### config.mk
export PLATFORM = sky130hd
export DESIGN_NAME = imem_prefetch_buffer
export DESIGN_NICKNAME = d
export VERILOG_FILES = /design/src/rtl/imem_prefetch_buffer.sv
export SDC_FILE = /design/constraint.sdc
export NUM_CORES = 1
export LEC_CHECK = 0
export BUFFER_PORTS_ARGS = -buffer_cell sky130_fd_sc_hd__buf_2
export CAP_MARGIN = 20
export CORE_ASPECT_RATIO = 0.7
export CORE_UTILIZATION = 60
export CTS_BUF_LIST = sky130_fd_sc_hd__clkbuf_8
export CTS_CLUSTER_DIAMETER = 40
export DETAILED_ROUTE_END_ITERATION = 16
export PLACE_DENSITY_LB_ADDON = 0.05
export SYNTH_ARGS = -nofsm -noshare
export SYNTH_HDL_FRONTEND = slang
export SYNTH_SLANG_ARGS = --single-unit
### constraint.sdc
create_clock -name clock -period 4.2 [get_ports clock]
set_clock_uncertainty 0.1 [all_clocks]
set_input_delay 0.84 -clock clock [delete_from_list [all_inputs] [get_ports clock]]
set_output_delay 0.84 -clock clock [all_outputs]
set_load 0.02 [all_outputs]
### src/rtl/imem_prefetch_buffer.sv
`default_nettype none
// ============================================================================
// Module      : imem_prefetch_buffer
// Description : Sequential instruction prefetch queue between a variable-
//               latency instruction memory and the core's IF stage. Flushes on
//               redirect and discards stale in-flight responses.
//               Optional macro PREFETCH_BYPASS_EN forwards a response straight
//               to out_* when the queue is empty.
// Revision    : 1.0 - initial release
// ============================================================================
module imem_prefetch_buffer #(
    parameter int          DEPTH    = 4,
    parameter logic [31:0] RESET_PC = 32'h0040_0000
) (
    input  logic        clock,
    input  logic        reset,
    input  logic        redirect,
    input  logic [31:0] redirect_pc,
    input  logic        out_ready,
    output logic        out_valid,
    output logic [31:0] out_inst,
    output logic [31:0] out_pc,
    output logic        imem_req,
    output logic [31:0] imem_addr,
    input  logic        imem_ack,
    input  logic        imem_rvalid,
    input  logic [31:0] imem_rdata
);

    localparam int c_ptr_w = $clog2(DEPTH);
    localparam int c_cnt_w = c_ptr_w + 1;
    localparam int c_sum_w = c_cnt_w + 1;

    logic [31:0]        r_inst_mem [DEPTH];
    logic [31:0]        r_pc_mem   [DEPTH];
    logic [c_ptr_w-1:0] r_wr_ptr;
    logic [c_ptr_w-1:0] r_rd_ptr;
    logic [c_cnt_w-1:0] r_count;
    logic [c_cnt_w-1:0] r_outstanding;
    logic [c_cnt_w-1:0] r_drop_cnt;
    logic [31:0]        r_fetch_addr;
    logic [31:0]        r_resp_pc;

    logic [c_sum_w-1:0] w_credit_sum;
    logic               w_has_credit;
    logic               w_issue;
    logic               w_resp;
    logic               w_drop;
    logic               w_keep;
    logic               w_empty;
    logic               w_bypass;
    logic               w_bypass_take;
    logic               w_push;
    logic               w_pop;

    // Queued entries plus in-flight fetches never exceed DEPTH, so every
    // response that returns is guaranteed a free slot.
    assign w_credit_sum = c_sum_w'(r_count) + c_sum_w'(r_outstanding);
    assign w_has_credit = (w_credit_sum < c_sum_w'(DEPTH));

    assign imem_req  = !reset && !redirect && w_has_credit;
    assign imem_addr = r_fetch_addr;

    assign w_issue = imem_req && imem_ack;
    // A response with nothing outstanding is spurious and ignored outright.
    assign w_resp  = imem_rvalid && (r_outstanding != '0);
    assign w_drop  = w_resp && (r_drop_cnt != '0);
    assign w_keep  = w_resp && (r_drop_cnt == '0) && !redirect;
    assign w_empty = (r_count == '0);

`ifdef PREFETCH_BYPASS_EN
    assign w_bypass  = w_keep && w_empty;
    assign out_valid = !w_empty || w_bypass;
    assign out_inst  = !w_empty ? r_inst_mem[r_rd_ptr] :
                       (w_bypass ? imem_rdata : 32'b0);
    assign out_pc    = !w_empty ? r_pc_mem[r_rd_ptr] :
                       (w_bypass ? r_resp_pc : 32'b0);
`else
    assign w_bypass  = 1'b0;
    assign out_valid = !w_empty;
    assign out_inst  = !w_empty ? r_inst_mem[r_rd_ptr] : 32'b0;
    assign out_pc    = !w_empty ? r_pc_mem[r_rd_ptr]   : 32'b0;
`endif

    // A forwarded word the core takes immediately never enters the queue.
    assign w_bypass_take = w_bypass && out_ready;
    assign w_push        = w_keep && !w_bypass_take;
    assign w_pop         = !w_empty && out_ready && !redirect;

    always_ff @(posedge clock or posedge reset) begin
        if (reset) begin
            r_wr_ptr      <= '0;
            r_rd_ptr      <= '0;
            r_count       <= '0;
            r_outstanding <= '0;
            r_drop_cnt    <= '0;
            r_fetch_addr  <= RESET_PC;
            r_resp_pc     <= RESET_PC;
        end else if (redirect) begin
            // The response arriving this cycle is already stale, so it is
            // retired here rather than counted into drop_cnt.
            r_wr_ptr      <= '0;
            r_rd_ptr      <= '0;
            r_count       <= '0;
            r_outstanding <= r_outstanding - c_cnt_w'(w_resp);
            r_drop_cnt    <= r_outstanding - c_cnt_w'(w_resp);
            r_fetch_addr  <= redirect_pc;
            r_resp_pc     <= redirect_pc;
        end else begin
            if (w_issue) begin
                r_fetch_addr <= r_fetch_addr + 32'd4;
            end
            r_outstanding <= r_outstanding + c_cnt_w'(w_issue) - c_cnt_w'(w_resp);
            if (w_drop) begin
                r_drop_cnt <= r_drop_cnt - c_cnt_w'(1);
            end
            if (w_keep) begin
                r_resp_pc <= r_resp_pc + 32'd4;
            end
            if (w_push) begin
                r_wr_ptr <= r_wr_ptr + c_ptr_w'(1);
            end
            if (w_pop) begin
                r_rd_ptr <= r_rd_ptr + c_ptr_w'(1);
            end
            case ({w_push, w_pop})
                2'b10:   r_count <= r_count + c_cnt_w'(1);
                2'b01:   r_count <= r_count - c_cnt_w'(1);
                default: r_count <= r_count;
            endcase
        end
    end

    // Payload storage carries no reset; validity lives in r_count.
    always_ff @(posedge clock) begin
        if (w_push) begin
            r_inst_mem[r_wr_ptr] <= imem_rdata;
            r_pc_mem[r_wr_ptr]   <= r_resp_pc;
        end
    end

endmodule
`default_nettype wire

==> flow_metrics.tcl <==
set metrics [dict create \
    status "finished clean" \
    max_slew.worst_pin.slew_ns 0.813 \
    clkSinkCount 333 \
    cts_tree "built" \
    yosysMostFrequentCell "edfxtp_1" \
    setup_viol 0 \
    antenna_found_initial 0 \
    period_needed_ns 3.56 \
    netlist_instances 880 \
    worst_skew_pair.late_latency_ns 0.56 \
    grt_pass1_wl_um 43800 \
    start_util_pct 61.7 \
    synth_top_cell_by_area "edfxtp_1" \
    fillers 1546 \
    coreArea_mm2 0.0228 \
    netlist_area_mm2 0.0141 \
    cts-buffers-inserted 48 \
    critPathLaunchType "register" \
    syn_nets 966 \
    finalHoldViolations 0 \
    cp_slowest_stage_delay_ns 0.77 \
    clockBufferDepth 3 \
    htreeDepth 2 \
    drv_cap 0 \
    syn_area_per_cell_um2 16.0 \
    gr-total-overflow 0 \
    worst-setup-path-type "reg -> out" \
    period_share_pct 84.8 \
    drt-vias-per-instance 5.73 \
    fmaxAchievable_mhz 281 \
    fin_nets 1158 \
    die_w_um 185 \
    ir_worst_vdd_uv 312 \
    slew_viol_final 0 \
    ant_nets 0 \
    ys_types 54 \
    wl_um 28300 \
    rows 46 \
    grt_pass1_vias 7797 \
    drc_errors 0 \
    synth.top_cell.area_share_pct 54.6 \
    grt.total_usage_pct 24.3 \
    crit_buf_inv 2 \
    cts_resized 0 \
    power_density_mw_per_mm2 538 \
    drive_gt1_share_pct 31.3 \
    ctsHoldBuffers 0 \
    critPathCaptureType "primary output" \
    leakagePower_nw 6.05 \
    synthTopCellsByCount "256 x edfxtp_1, 75 x dfrtp_1, 70 x and2_1" \
    num_io_pins 168 \
    drt-pass1-iter-count 5 \
    synthToLayoutAreaGrowth_pct 15.6 \
    p_total_mw 8.77 \
    critPathRequiredTime_ns 3.26 \
    fin_setup_tns_ns 0 \
    grt_max_degree 68 \
    critPathSlowestCell "dfrtp_4" \
    cts_root_buf "clkbuf_8" \
    synthFlopType "edfxtp_1" \
    hold_path_class "in -> async" \
    cts_setup_buffers 0 \
    wl_per_cell_um 19.9 \
    ys_ff_latch 333 \
    drt_first_iter_violations 517 \
    synth_edf_count 256 \
    slew_headroom_pct 45.4 \
    die_y_um 130 \
    dpl.hpwl_um 18100 \
    numPortBuffers 167 \
    finalNonFillerCells 1424 \
    vias 8155 \
    ys_top_cells_by_area "edfxtp_1 55%, dfrtp_1 13%, mux4_2 10%" \
    cpLargestDelayFamily "flip-flops" \
    path_clk_slew_ns 0.06 \
    placed_cells 1333 \
    worstPathArrival_ns 2.62 \
    rsz0062_at_grt "no" \
    dieArea_mm2 0.0241 \
    place.gp.congestion 0.846 \
    synth-seq-area-share_pct 68.2 \
    synth_warnings 0 \
    synthArstFlopShare_pct 23.1 \
    critPathMaxFanout 26 \
    diodes 0 \
    critical_path.cell_chain "buf_4 > mux4_2 > and2_1 > buf_2" \
]
sequential cells by signal, indices dropped and copies added, names as in the netlist:
name           count
imem_addr         32
r_count            3
r_drop_cnt         3
r_inst_mem       128
r_outstanding      3
r_pc_mem         128
r_rd_ptr           2
r_resp_pc         32
r_wr_ptr           2
area by class of cell:
cell class	instances	area, um2	area share, %
Clock buffer	57	785	4.82
Clock inverter	33	135	0.830
Inverter	22	82.6	0.507
Multi-Input combinational cell	481	4210	25.9
Sequential cell	333	9620	59.1
Tap cell	312	390	2.40
Timing Repair Buffer	186	1060	6.52
logic make-up after synthesis:
| kind of cell | count (synthesis) | share of synthesized area (%) |
|---|---|---|
| flops | 333 | 68.2 |
| simple gates | 249 | 10.2 |
| compound gates | 101 | 4.49 |
| mux | 73 | 10.9 |
| buf+inv | 66 | 1.92 |
| xor+xnor | 42 | 2.66 |
| fa+ha+maj | 16 | 1.53 |
per-layer routing:
metal / track usage (%) / vias to the layer above / share of wire, %
li1: - / 3780 / -
met1: 39.6 / 4061 / 49
met2: 33.6 / 287 / 42
met3: 4.83 / 27 / 7.2
met4: 6.03 / 0 / 1.2
met5: 0 / - / 0
worst reg2reg max path, stage by stage, from the launching register on:
cell      delay [ns]
dfrtp_1         0.45
ha_1            0.31
a311oi_1        0.29
and3_1          0.25
inv_2           0.19
ha_1            0.34
inv_1           0.04
ha_1            0.18
fa_1            0.38
xor2_1          0.16
o21ai_0         0.20
xor2_1          0.16
through the flow:
step	utilization (%)	setup slack, ns	instance area (um2)	hold WS, ns
after floorplan	-	0.600	14100	0.376
after global placement	67.1	1.04	15300	0.408
after detailed placement	67.1	0.970	15300	0.417
after CTS	71.2	0.524	16300	0.335
after global routing	71.3	0.453	16300	0.368
final	71.3	0.638	16300	0.345
report_power, final:
group,internal (mW),switching (mW),total [mW]
Sequential,3.77,0.273,4.05
Combinational,1.02,1.30,2.32
Clock,1.23,1.17,2.41
Total,6.02,2.74,8.77
worst paths after layout:
path | to | slack [ns] | startpoint | cells past startpoint
setup / recovery | out_pc[17] | 0.64 | r_rd_ptr[0] | 4
hold / removal | imem_addr[1] | 0.34 | reset | 2
setup reg to reg | r_outstanding[2] | 1.08 | r_outstanding[1] | 11
hold reg to reg | imem_addr[0] | 0.43 | imem_addr[0] | 2
max in group asynchronous | imem_addr[22] | 2.88 | reset | 3
min in group clock | r_inst_mem[1][17] | 0.40 | imem_rdata[17] | 1
placed cells by master, fill, tap and decap left out, drive strengths merged, types with 3 or more instances in the layout:
| cell type | n |
|---|---|
| edfxtp | 256 |
| buf | 186 |
| dfrtp | 75 |
| and2 | 73 |
| mux4 | 64 |
| nand2 | 60 |
| clkbuf | 57 |
| o21ai | 50 |
| inv | 44 |
| nand3 | 26 |
| xor2 | 25 |
| nand4 | 22 |
| nor2 | 21 |
| xnor2 | 17 |
| o211ai | 16 |
| ha | 14 |
| and3 | 14 |
| clkinv | 11 |
| o311ai | 10 |
| a21oi | 9 |
| mux2 | 7 |
| a31oi | 7 |
| or3 | 6 |
| and4 | 6 |
| nor4 | 6 |
| nand2b | 5 |
| nor3 | 4 |
| a41oi | 3 |
Note: power is estimated with default switching activity, not from simulation.
